$ cat src/rtl/if_pkg.sv
// Shared types and constants for the instruction-fetch controller.
// Fetch FSM state encoding and the default acknowledge timeout.
package if_pkg;

  typedef enum logic [1:0] {
    IDLE = 2'd0,
    WAIT = 2'd1,
    HOLD = 2'd2
  } if_state_e;

  localparam int DEFAULT_TIMEOUT = 255;
  localparam int DEFAULT_ADDR_W  = 32;
  localparam int DEFAULT_DATA_W  = 32;

endpackage

$ cat src/rtl/if_hold_buf.sv
// Word+address holding register for a fetched instruction
// that arrives while decode is stalled on the previous one.
module if_hold_buf #(
  parameter int ADDR_W = 32,
  parameter int DATA_W = 32
) (
  input  logic              clk_i,
  input  logic              rst_n,
  input  logic              load,
  input  logic              clear,
  input  logic [DATA_W-1:0] word_i,
  input  logic [ADDR_W-1:0] addr_i,
  output logic [DATA_W-1:0] word_o,
  output logic [ADDR_W-1:0] addr_o,
  output logic              valid_o
);

  always_ff @(posedge clk_i or negedge rst_n) begin
    if (!rst_n) begin
      word_o  <= '0;
      addr_o  <= '0;
      valid_o <= 1'b0;
    end else if (clear) begin
      word_o  <= '0;
      addr_o  <= '0;
      valid_o <= 1'b0;
    end else if (load) begin
      word_o  <= word_i;
      addr_o  <= addr_i;
      valid_o <= 1'b1;
    end
  end

endmodule

$ cat src/rtl/if_fetch_ctrl.sv
// Instruction-fetch controller: PC sample, imem req/ack fetch,
// IF/ID output slot with stall hold buffer, flush and timeout.
module if_fetch_ctrl
  import if_pkg::*;
#(
  parameter int ADDR_W  = DEFAULT_ADDR_W,
  parameter int DATA_W  = DEFAULT_DATA_W,
  parameter int TIMEOUT = DEFAULT_TIMEOUT
) (
  input  logic              clk_i,
  input  logic              rst_n,
  input  logic [ADDR_W-1:0] pc_i,
  output logic              pc_write_o,
  input  logic              stall_i,
  input  logic              flush_i,
  output logic              imem_req_o,
  output logic [ADDR_W-1:0] imem_addr_o,
  input  logic              imem_ack_i,
  input  logic [DATA_W-1:0] imem_data_i,
  output logic [DATA_W-1:0] instr_o,
  output logic [ADDR_W-1:0] instr_pc_o,
  output logic              instr_valid_o,
  output logic              fault_o
);

  localparam int CW = $clog2(TIMEOUT + 1);
  localparam logic [CW-1:0] TMAX = CW'(TIMEOUT - 1);

  if_state_e state_q, state_d;

  logic              req_d;
  logic [ADDR_W-1:0] addr_d;
  logic [DATA_W-1:0] instr_d;
  logic [ADDR_W-1:0] ipc_d;
  logic              valid_d;
  logic              pcw_d;
  logic              fault_d;
  logic              fpend_q, fpend_d;
  logic [CW-1:0]     cnt_q, cnt_d;

  logic              buf_load, buf_clear;
  logic [DATA_W-1:0] buf_word;
  logic [ADDR_W-1:0] buf_addr;
  logic              buf_valid;

  logic slot_free;
  logic drop;
  logic tmo_hit;
  logic can_sample;

  assign slot_free = !instr_valid_o || !stall_i;
  assign drop      = fpend_q || flush_i;
  assign tmo_hit   = (cnt_q >= TMAX);
  // Hold off while the PC is still taking the last pc_write pulse,
  // otherwise the old PC would be fetched a second time.
  assign can_sample = !flush_i && !pc_write_o;

  if_hold_buf #(
    .ADDR_W(ADDR_W),
    .DATA_W(DATA_W)
  ) u_hold (
    .clk_i  (clk_i),
    .rst_n  (rst_n),
    .load   (buf_load),
    .clear  (buf_clear),
    .word_i (imem_data_i),
    .addr_i (imem_addr_o),
    .word_o (buf_word),
    .addr_o (buf_addr),
    .valid_o(buf_valid)
  );

  always_ff @(posedge clk_i or negedge rst_n) begin
    if (!rst_n) begin
      state_q <= IDLE;
    end else begin
      state_q <= state_d;
    end
  end

  always_comb begin
    state_d = state_q;
    unique case (state_q)
      IDLE: begin
        if (can_sample) state_d = WAIT;
      end
      WAIT: begin
        if (imem_ack_i) begin
          if (drop || slot_free) state_d = IDLE;
          else state_d = HOLD;
        end else if (tmo_hit) begin
          state_d = IDLE;
        end
      end
      HOLD: begin
        if (flush_i || !stall_i) state_d = IDLE;
      end
      default: state_d = IDLE;
    endcase
  end

  always_comb begin
    req_d     = imem_req_o;
    addr_d    = imem_addr_o;
    instr_d   = instr_o;
    ipc_d     = instr_pc_o;
    valid_d   = instr_valid_o;
    pcw_d     = 1'b0;
    fault_d   = fault_o;
    fpend_d   = fpend_q;
    cnt_d     = cnt_q;
    buf_load  = 1'b0;
    buf_clear = 1'b0;

    // Slot drains when decode takes it or a branch kills it.
    if (flush_i || !stall_i) valid_d = 1'b0;

    unique case (state_q)
      IDLE: begin
        if (can_sample) begin
          req_d  = 1'b1;
          addr_d = pc_i;
          cnt_d  = '0;
        end
      end
      WAIT: begin
        if (flush_i) fpend_d = 1'b1;
        if (imem_ack_i) begin
          req_d   = 1'b0;
          fpend_d = 1'b0;
          if (!drop) begin
            if (slot_free) begin
              instr_d = imem_data_i;
              ipc_d   = imem_addr_o;
              valid_d = 1'b1;
              pcw_d   = 1'b1;
            end else begin
              buf_load = 1'b1;
            end
          end
        end else if (tmo_hit) begin
          fault_d = 1'b1;
          req_d   = 1'b0;
          fpend_d = 1'b0;
        end else begin
          cnt_d = cnt_q + CW'(1);
        end
      end
      HOLD: begin
        if (flush_i) begin
          buf_clear = 1'b1;
        end else if (!stall_i) begin
          instr_d   = buf_word;
          ipc_d     = buf_addr;
          valid_d   = buf_valid;
          pcw_d     = 1'b1;
          buf_clear = 1'b1;
        end
      end
      default: ;
    endcase
  end

  always_ff @(posedge clk_i or negedge rst_n) begin
    if (!rst_n) begin
      imem_req_o    <= 1'b0;
      imem_addr_o   <= '0;
      instr_o       <= '0;
      instr_pc_o    <= '0;
      instr_valid_o <= 1'b0;
      pc_write_o    <= 1'b0;
      fault_o       <= 1'b0;
      fpend_q       <= 1'b0;
      cnt_q         <= '0;
    end else begin
      imem_req_o    <= req_d;
      imem_addr_o   <= addr_d;
      instr_o       <= instr_d;
      instr_pc_o    <= ipc_d;
      instr_valid_o <= valid_d;
      pc_write_o    <= pcw_d;
      fault_o       <= fault_d;
      fpend_q       <= fpend_d;
      cnt_q         <= cnt_d;
    end
  end

endmodule
$ cat config.mk
export PLATFORM = sky130hd
export DESIGN_NAME = if_fetch_ctrl
export DESIGN_NICKNAME = d
export VERILOG_FILES = /design/src/rtl/if_pkg.sv /design/src/rtl/if_hold_buf.sv /design/src/rtl/if_fetch_ctrl.sv
export SDC_FILE = /design/constraint.sdc
export NUM_CORES = 1
export LEC_CHECK = 0
export ABC_AREA = 1
export BUFFER_PORTS_ARGS = -buffer_cell sky130_fd_sc_hd__buf_2
export CAP_MARGIN = 40
export CORE_ASPECT_RATIO = 0.9
export CORE_MARGIN = 4
export CORE_UTILIZATION = 29
export DETAILED_ROUTE_END_ITERATION = 10
export PLACE_DENSITY_LB_ADDON = 0.08
export RECOVER_POWER = 100
export SYNTH_ARGS = -nofsm -noshare
export SYNTH_HDL_FRONTEND = slang
export SYNTH_SLANG_ARGS = --single-unit
$ cat constraint.sdc
create_clock -name clk_i -period 2.1 [get_ports clk_i]
set_input_delay 0.42 -clock clk_i [delete_from_list [all_inputs] [get_ports clk_i]]
set_output_delay 0.42 -clock clk_i [all_outputs]
set_load 0.01 [all_outputs]
==> flow_summary_export.csv, run 1 <==
group,metric,value,unit
status,result_of_the_run,"finished clean",
synthesis,syn_nets,1001,
timing,hold_violations,0,
synthesis,post-synth-top-area-cell,"dfrtp_1",
synthesis,postSynthRegisterBits,176,
floorplanning,fp.dieH,163,um
final_layout,post_route_cells_drive_above_1_share,0.116,
synthesis,postSynthAreaPerCell,8.39,um^2
power,max-vdd-ir-drop,548,uV
clocking,cts-buffers-inserted,17,
clocking,path_clk_slew,0.07,ns
worst_setup_path,cpMostUsedCell,"inv_1",
timing,min_tclk_post_route,1.80,ns
timing,timing.final.setup_violations,0,
worst_setup_path,worstReg2RegStart,"state_q[1]$_DFFE_PN0P_",
clocking,clk_latency,0.42,ns
timing,fin_crit_sh,0.855,
timing,slew_of_the_pin_with_the_lowest_slew_margin,1.17,ns
floorplanning,effective_utilization_at_floorplan,0.297,
clocking,clockRootBuffer,"clkbuf_16",
synthesis,yosysSeqAreaShare,0.567,
power,p_clk_frac,0.250,
power,combinational_power_share,0.328,
synthesis,yosys-top-cells-area,"dfrtp_1 (57%), nand2_1 (16%), o21ai_0 (9.4%)",
power,sw_frac_of_total,0.389,
clocking,cts.repair_timing.setup_buffer_count,0,
routing,routed-via-count,6334,
placement,place_ws,0.292,ns
worst_setup_path,critPathKind,"flip-flop to flip-flop",
routing,vias_per_cell,4.40,
final_layout,design.final.nets,1155,
global_route,grt_first_pass_wirelength,33700,um
worst_setup_path,timing.critical_path.slowest_stage_cell,"dfrtp_1",
clocking,tritoncts,"built",
timing,timing.setup.tns,0,ns
worst_setup_path,timing.critical_path.from_type,"flip-flop",
floorplanning,floorplan.die_area,29500,um^2
worst_setup_path,worst-endpoint-required,2.40,ns
worst_setup_path,worst_path_max_fanout,10,
power,p_switching,4740,uW
placement,dp_hpwl,13700,um
synthesis,ys_warn_count,0,
timing,maxSlewHeadroom,0.220,
synthesis,synthDistinctLibCells,27,
routing,detailedRoute.firstPassIterationCount,4,
global_route,grt_usage,0.142,
placement,place_area,8990,um^2
timing,timing_max_transition_violations_final,0,
worst_setup_path,critical_path.cell_chain,"inv_1 > ha_1 > inv_1 > o21ai_1 > nand3_2 > nand2_1 > o21ai_0",
worst_setup_path,cp.arrival,2.09,ns
worst_setup_path,startpoint,"state_q[1]$_DFFE_PN0P_",
worst_setup_path,timing.reg2reg.worst_path_depth,7,
power,power.total,12200,uW
routing,remaining_drc_errors,0,
worst_setup_path,worst_r2r_endpoint,"cnt_q[0]$_DFFE_PN0P_",
floorplanning,area_of_the_core,26200,um^2
clocking,cts-htree-levels,4,
routing,antenna_left,0,
routing,avgRoutedWirePerCell,14.3,um
power,power_frac_seq,0.422,
power,power_density,1300,nW/um^2
global_route,globalRoute.totalOverflow,0,
timing,rsz0062_at_grt,"no",
synthesis,synth.top_cell.area_share,0.567,
worst_setup_path,crit_cells,7,
synthesis,synth.cell_area,7770,um^2
worst_setup_path,critical-path-max-stage-delay,0.42,ns
floorplanning,io_pins,169,
floorplanning,fp-row-count,56,
job,timing.max_cap.violations,0,
power,static-leakage-power,0.00453,uW
worst_setup_path,endpoint,"cnt_q[0]$_DFFE_PN0P_",
placement,gp_congestion,0.719,
global_route,via_count_of_the_first_global_routing_pass,6213,
worst_setup_path,cp.buffers_inverters,2,
routing,detailedRoute.firstIterationViolations,278,
final_layout,antenna_cells,0,
final_layout,design_area,9360,um^2
clocking,max-clock-path-buffers,2,
worst_setup_path,critical_path_end_type,"flip-flop",
timing,clock-skew-final,0.0137,ns
worst_setup_path,worst_path_dominant_cell_family,"compound AO/OA/AOI/OAI gates",
final_layout,area_delta_synth_final,20.4,%
floorplanning,fp.dieW,181,um
global_route,number_of_antenna_violations_at_the_first_check_in_global_routing,2,
placement,port_buffers,168,
timing,timing.fmax,0.557,GHz
clocking,clock-sinks,176,
hold_path,worst_hold_path_type,"primary input to flip-flop",
timing,final_critical_path_setup_slack,0.304,ns
global_route,pin_count_of_the_biggest_net_entering_global_routing,75,
synthesis,post_synth_inst_count,927,
worst_setup_path,rrSetupSlack,0.30,ns
power,cellInternalPower,7460,uW
routing,finalWirelength,20600,um
-- layer usage --
metal / global-route usage / part of all wire / wire length, um
met2: 0.217 / 0.44 / 8970
met5: 0 / 0.00083 / 17
met1: 0.201 / 0.50 / 10400
met4: 0.0330 / 0.0086 / 177
met3: 0.0412 / 0.051 / 1040
-- final cells by class --
class	count	area, um^2
inverters	81	307
flip-flops and latches	176	4400
clock buffers	17	425
well taps	348	435
multi-input cells	615	2740
fillers	2862	16800
repair buffers	190	921
clock inverters	13	130
-- repair_timing --
item                                   4_1_cts  5_1_grt
hold buffers                                 1        0
endpoints found under the hold margin       36        0
resized for setup                            0        0
-- cell usage after synthesis, drive strengths merged --
cell type    n
xor2         1
o21bai       1
a21oi        2
nand4        1
a21boi       1
dfrtp      176
o21ai      170
nor2        19
xnor2        2
a31o         1
o31ai        1
buf         42
clkbuf      13
nand2      334
inv         81
nand3       76
ha           5
o21a         1
-- per-stage QoR --
stage / util / hold slack [ns] / std cells
3_5_place_dp: 0.343 / 0.388 / 1409
4_1_cts: 0.365 / 0.175 / 1440
3_3_place_gp: 0.343 / 0.388 / 1409
2_1_floorplan: - / 0.124 / 927
6_report: 0.357 / 0.201 / 1440
5_1_grt: 0.357 / 0.187 / 1440
-- logic make-up after synthesis --
logic type	count (synthesis)	synth area share
adder cells (fa/ha/maj)	5	0.00805
AND/OR/NAND/NOR	430	0.222
XOR/XNOR	3	0.00338
flip-flops	176	0.567
AO/OA/AOI/OAI	177	0.116
buffers and inverters	136	0.0837
-- worst min-delay path by stage --
stage | depth (start not counted) | slack [ns] | endpoint | from
finish | 3 | 0.20 | imem_addr_o[13]$_DFFE_PN0P_ | pc_i[13]
detailed placement | 1 | 0.39 | cnt_q[5]$_DFFE_PN0P_ | rst_n
global placement | 1 | 0.39 | cnt_q[5]$_DFFE_PN0P_ | rst_n
CTS | 3 | 0.17 | imem_addr_o[25]$_DFFE_PN0P_ | pc_i[25]
floorplan | 0 | 0.12 | cnt_q[0]$_DFFE_PN0P_ | rst_n
global route | 3 | 0.19 | imem_addr_o[6]$_DFFE_PN0P_ | pc_i[6]
-- worst register-to-register path, delay by kind of cell (launching register included) --
kind,cells,cell delay (ns)
AOI/OAI and AO/OA,2,0.43
DFF,1,0.42
and+or+nand+nor,2,0.36
buffers and inverters,2,0.24
adders and majority gates,1,0.22
-- cells in the final DEF (no fill, tap or decap), drive strengths merged --
master / instances
o21bai: 1
xnor2: 2
o21a: 1
nand2: 334
dlygate4sd3: 1
nand3: 76
buf: 80
ha: 5
a21boi: 1
nor2: 19
a21oi: 2
nand4: 1
clkbuf: 126
clkinvlp: 2
bufinv: 1
o31ai: 1
o21ai: 170
xor2: 1
a31o: 1
inv: 87
dfrtp: 176
clkinv: 4
-- state kept, by name (all words and copies together) (netlist names), 2 cells and up --
signal         flops
state_q            2
u_hold.word_o     32
instr_o           32
u_hold.addr_o     32
instr_pc_o        32
imem_addr_o       32
cnt_q              8
-- power by group through the flow --
stage	Clock (uW)	Combinational, uW	Sequential (uW)
global route	3320	4650	5320
detailed placement	0	4380	5200
finish	3050	4000	5160
global placement	0	4340	5220
CTS	3190	4400	5150
floorplan	0	2170	5550
No activity file was read; power rests on OpenSTA's default activity.
==> inputs of run 2 (changes only) <==
- GPL_TIMING_DRIVEN: unset -> 0
==> run 2 against run 1 <==
Net effect: design area grew 2.3%; cell count grew 2.6%; global-route usage grew 1.7 points; critical path depth grew 1; hold slack lost 0.017 ns; sequential cell count is the same; critical endpoint is now instr_pc_o[21]$_DFFE_PN0P_; largest cell class unchanged; largest power group unchanged.
==> flow_summary_export.csv, run 2 (synthesis gave the netlist of run 1 again) <==
group,metric,value,unit
status,result_of_the_run,"finished clean",
timing,fin_hold_ws,0.184,ns
final_layout,seq_area,4400,um^2
global_route,pin_count_of_the_biggest_net_entering_global_routing,103,
routing,detailedRoute.firstPassIterationCount,5,
worst_setup_path,critPathKind,"flip-flop to flip-flop",
clocking,tritoncts,"built",
timing,clock-skew-final,0.0167,ns
timing,rsz0062_at_grt,"no",
floorplanning,fp-row-count,56,
power,power.total,12600,uW
routing,finalWirelength,23000,um
worst_setup_path,timing.critical_path.slowest_stage_cell,"dfrtp_1",
worst_setup_path,critical_path.cell_chain,"inv_1 > ha_2 > buf_4 > clkbuf_2 > buf_4 > o21ai_0 > nand2_1 > nand2_1",
hold_path,worst_hold_path_type,"primary input to flip-flop",
worst_setup_path,critical_path_end_type,"flip-flop",
floorplanning,fp.dieH,163,um
final_layout,multiInputGateArea,2720,um^2
floorplanning,floorplan.die_area,29500,um^2
worst_setup_path,critical-path-max-stage-delay,0.40,ns
timing,min_tclk_post_route,1.87,ns
placement,placed_cells_incl_taps,1444,
placement,gp_congestion,0.752,
timing,maxSlewHeadroom,0.589,
floorplanning,effective_utilization_at_floorplan,0.297,
timing,hold_violations,0,
placement,place_area,9090,um^2
power,static-leakage-power,0.00467,uW
worst_setup_path,worst_path_max_fanout,10,
routing,detailedRoute.firstIterationViolations,425,
global_route,globalRoute.totalOverflow,0,
final_layout,layout.filler_cells,2903,
global_route,number_of_antenna_violations_at_the_first_check_in_global_routing,1,
timing,slew_of_the_pin_with_the_lowest_slew_margin,0.616,ns
timing,fin_crit_sh,0.890,
clocking,max-clock-path-buffers,2,
global_route,grt_usage,0.159,
global_route,via_count_of_the_first_global_routing_pass,6738,
worst_setup_path,worst_path_dominant_cell_family,"buffers and inverters",
clocking,cts.repair_timing.setup_buffer_count,0,
worst_setup_path,cp.buffers_inverters,4,
routing,vias_per_cell,4.47,
power,max-vdd-ir-drop,640,uV
worst_setup_path,worst-endpoint-required,2.43,ns
final_layout,layout_common_cells,"nand2_1 (333), dfrtp_1 (176), o21ai_0 (164)",
timing,timing.final.setup_violations,0,
clocking,clk_latency,0.44,ns
final_layout,area_delta_synth_final,23.2,%
final_layout,stdcell_count,1477,
final_layout,final_util,0.366,
final_layout,design_area,9580,um^2
power,power_density,1320,nW/um^2
clocking,path_clk_slew,0.08,ns
clocking,cts-htree-levels,4,
routing,routed-via-count,6608,
floorplanning,area_of_the_core,26200,um^2
global_route,grt_first_pass_wirelength,37300,um
routing,antenna_left,0,
timing,timing_max_transition_violations_final,0,
placement,port_buffers,168,
final_layout,post_route_cells_drive_above_1_share,0.134,
timing,timing.fmax,0.535,GHz
final_layout,design.final.nets,1190,
final_layout,mostFrequentLayoutCell,"nand2_1",
worst_setup_path,cp.arrival,2.20,ns
placement,dp_hpwl,16000,um
routing,avgRoutedWirePerCell,15.6,um
worst_setup_path,timing.critical_path.from_type,"flip-flop",
final_layout,antenna_cells,0,
clocking,clockRootBuffer,"clkbuf_16",
floorplanning,io_pins,169,
clocking,clock-sinks,176,
job,timing.max_cap.violations,0,
clocking,cts-buffers-inserted,17,
floorplanning,fp.dieW,181,um
routing,remaining_drc_errors,0,
-- run 2: metrics by stage --
step	setup TNS (ns)	setup WS (ns)
finish	0	0.230
floorplan	0	0.573
global route	0	0.0327
global placement	-456.52	-2.62
CTS	0	0.0679
detailed placement	0	0.0819
-- run 2: repair_timing --
action                                  in CTS  in global routing
hold buffers                                 1                  0
endpoints found under the hold margin       35                  0
resized for setup                            0                  5
endpoints found under the setup margin       0                 28
-- run 2: tightest hold or removal path, stage by stage --
cell	delay, ns
buf_2	0.07
nand2_1	0.04
o21ai_0	0.05
-- run 2: where the power goes --
group          total (uW)  leakage [uW]  internal [uW]  switching [uW]
sequential           5150       0.00229           4520             629
combinational        4160       0.00208           1370            2790
clock                3310      0.000296           1740            1570
-- run 2: path summary, 6_finish.rpt --
kind / startpoint / end / slack (ns) / cells past startpoint
hold / removal: pc_i[14] / imem_addr_o[14]$_DFFE_PN0P_ / 0.18 / 3
hold reg to reg: instr_o[2]$_DFFE_PN0P_ / instr_o[2]$_DFFE_PN0P_ / 0.48 / 2
max in group asynchronous: rst_n / imem_addr_o[15]$_DFFE_PN0P_ / 0.63 / 3
min in group asynchronous: rst_n / cnt_q[6]$_DFFE_PN0P_ / 0.54 / 2
setup reg to reg: state_q[0]$_DFFE_PN0P_ / instr_pc_o[21]$_DFFE_PN0P_ / 0.23 / 8
setup / recovery: state_q[0]$_DFFE_PN0P_ / instr_pc_o[21]$_DFFE_PN0P_ / 0.23 / 8
-- run 2: cell type report --
| type | count | share of cell area |
|---|---|---|
| clock inverter | 14 | 0.0175 |
| tap | 348 | 0.0455 |
| sequential | 176 | 0.460 |
| clock buffer | 18 | 0.0458 |
| timing repair buffer | 170 | 0.0797 |
| inverter | 81 | 0.0320 |
| buffer | 55 | 0.0362 |
| multi-input combinational | 615 | 0.284 |
-- run 2: metal layers --
layer	wire length, um	vias to the layer above	GRT usage	share of wire
met4	193	2	0.0340	0.0084
met5	11	-	0	0.00048
met3	1070	14	0.0432	0.046
met1	11500	3146	0.221	0.50
met2	10200	124	0.252	0.45
li1	-	3322	-	-
==> inputs of run 3 (changes only) <==
- clock period: 2.1 -> 1.9 ns (I/O delays scaled with it)
==> run 3 against run 2 <==
Net effect: fmax is 5.3% higher; design area is 0.43% higher; cell count stayed put; critical endpoint is now imem_addr_o[29]$_DFFE_PN0P_.
==> flow_summary_export.csv, run 3 (synthesis gave the netlist of run 1 again) <==
group,metric,value,unit
worst_setup_path,critical-path-max-stage-delay,0.40,ns
timing,timing.final.setup_violations,0,
timing,maxSlewHeadroom,0.591,
clocking,clock-sinks,176,
hold_path,worst_hold_path_type,"primary input to flip-flop",
worst_setup_path,worst_path_max_fanout,10,
power,power_density,1460,nW/um^2
final_layout,layout_common_cells,"nand2_1 (333), dfrtp_1 (176), o21ai_0 (147)",
worst_setup_path,timing.critical_path.from_type,"flip-flop",
power,power.total,14000,uW
clocking,path_clk_slew,0.08,ns
timing,clock-skew-final,0.0133,ns
placement,port_buffers,168,
final_layout,layout.filler_cells,2904,
job,timing.max_cap.violations,0,
placement,dp_hpwl,16000,um
timing,timing_max_transition_violations_final,0,
worst_setup_path,critPathKind,"flip-flop to flip-flop",
placement,gp_congestion,0.752,
routing,vias_per_cell,4.47,
worst_setup_path,critical_path.cell_chain,"inv_1 > ha_1 > nand2_1 > inv_2 > clkbuf_1 > o21ai_0",
floorplanning,floorplan.die_area,29500,um^2
timing,rsz0062_at_grt,"yes",
clocking,cts.repair_timing.setup_buffer_count,0,
global_route,grt_first_pass_wirelength,37300,um
routing,detailedRoute.firstPassIterationCount,5,
timing,timing.setup.tns,0,ns
placement,placed_cells_incl_taps,1444,
clocking,clockRootBuffer,"clkbuf_16",
floorplanning,area_of_the_core,26200,um^2
final_layout,antenna_cells,0,
global_route,globalRoute.totalOverflow,0,
timing,fin_hold_ws,0.147,ns
worst_setup_path,worst-endpoint-required,2.20,ns
global_route,pin_count_of_the_biggest_net_entering_global_routing,103,
timing,fin_crit_sh,0.935,
power,static-leakage-power,0.00468,uW
routing,avgRoutedWirePerCell,15.6,um
timing,timing.fmax,0.563,GHz
timing,slew_of_the_pin_with_the_lowest_slew_margin,0.614,ns
global_route,grt_usage,0.159,
floorplanning,fp.dieW,181,um
clocking,cts-buffers-inserted,17,
power,max-vdd-ir-drop,702,uV
final_layout,design.final.nets,1190,
timing,min_tclk_post_route,1.78,ns
final_layout,area_delta_synth_final,23.8,%
routing,remaining_drc_errors,0,
routing,routed-via-count,6595,
timing,hold_violations,0,
clocking,cts-htree-levels,4,
routing,antenna_left,0,
floorplanning,fp-row-count,56,
worst_setup_path,cp.arrival,2.07,ns
floorplanning,effective_utilization_at_floorplan,0.297,
floorplanning,fp.dieH,163,um
global_route,number_of_antenna_violations_at_the_first_check_in_global_routing,1,
worst_setup_path,timing.critical_path.slowest_stage_cell,"dfrtp_1",
clocking,tritoncts,"built",
floorplanning,io_pins,169,
worst_setup_path,critical_path_end_type,"flip-flop",
clocking,clk_latency,0.43,ns
status,result_of_the_run,"finished clean",
routing,detailedRoute.firstIterationViolations,401,
global_route,via_count_of_the_first_global_routing_pass,6739,
clocking,max-clock-path-buffers,2,
routing,finalWirelength,23100,um
final_layout,stdcell_count,1477,
final_layout,post_route_cells_drive_above_1_share,0.137,
final_layout,mostFrequentLayoutCell,"nand2_1",
## run 3: cell types whose count changed in the layout (fill, tap and decap cells not counted), moves of 2 or more
| cell | previous run | this run |
|---|---|---|
| buf_4 | 3 | 6 |
| clkbuf_2 | 10 | 3 |
| clkbuf_4 | 2 | 7 |
| o21ai_0 | 164 | 147 |
| o21ai_1 | 5 | 22 |
| clkbuf_1 | 113 | 111 |
## run 3: stage by stage
stage | util | setup WS (ns) | instance area [um^2]
after global routing | 0.367 | -0.00299 | 9620
after detailed placement | 0.347 | -0.118 | 9090
final | 0.367 | 0.124 | 9620
after floorplan | - | 0.373 | 7770
after global placement | 0.345 | -2.78 | 9050
after CTS | 0.371 | 0.0267 | 9720
## run 3: report_power, final
group	total (uW)	internal, uW	switching, uW
sequential	5690	4990	697
clock	3660	1930	1730
combinational	4670	1560	3110
total	14000	8490	5530
## run 3: area by class of cell
cell class | count | area (um^2) | share of cell area
Sequential cell | 176 | 4400 | 0.458
Multi-Input combinational cell | 615 | 2730 | 0.284
Timing Repair Buffer | 170 | 763 | 0.0793
Clock buffer | 18 | 439 | 0.0456
Tap cell | 348 | 435 | 0.0453
Buffer | 55 | 375 | 0.0390
Inverter | 81 | 307 | 0.0319
Clock inverter | 14 | 168 | 0.0174
## run 3: layer usage
metal	global-route usage	part of all wire	vias to the layer above
li1	-	-	3324
met1	0.221	0.50	3130
met2	0.252	0.45	127
met3	0.0432	0.048	12
met4	0.0340	0.0076	2
met5	0	0.00048	-
## run 3: worst paths after layout
check	cells past startpoint	slack, ns	end	startpoint
max	6	0.12	imem_addr_o[29]$_DFFE_PN0P_	state_q[0]$_DFFE_PN0P_
min	3	0.15	imem_addr_o[14]$_DFFE_PN0P_	pc_i[14]
max reg2reg	6	0.12	imem_addr_o[29]$_DFFE_PN0P_	state_q[0]$_DFFE_PN0P_
min reg2reg	2	0.48	instr_o[2]$_DFFE_PN0P_	instr_o[2]$_DFFE_PN0P_
max in group asynchronous	3	0.46	instr_pc_o[24]$_DFFE_PN0P_	rst_n
min in group asynchronous	2	0.50	cnt_q[6]$_DFFE_PN0P_	rst_n
## run 3: what timing repair did
| item | CTS | global route |
|---|---|---|
| endpoints found under the hold margin | 74 | 0 |
| resized for setup | 3 | 19 |
| endpoints found under the setup margin | 108 | 114 |
| hold buffers | 1 | 0 |
## run 3: worst max-delay path, delay by kind of cell (launching register included)
kind | cells | cell delay (ns)
AOI/OAI and AO/OA | 1 | 0.16
adders and majority gates | 1 | 0.22
buffers and inverters | 3 | 0.74
DFF | 1 | 0.40
and+or+nand+nor | 1 | 0.12
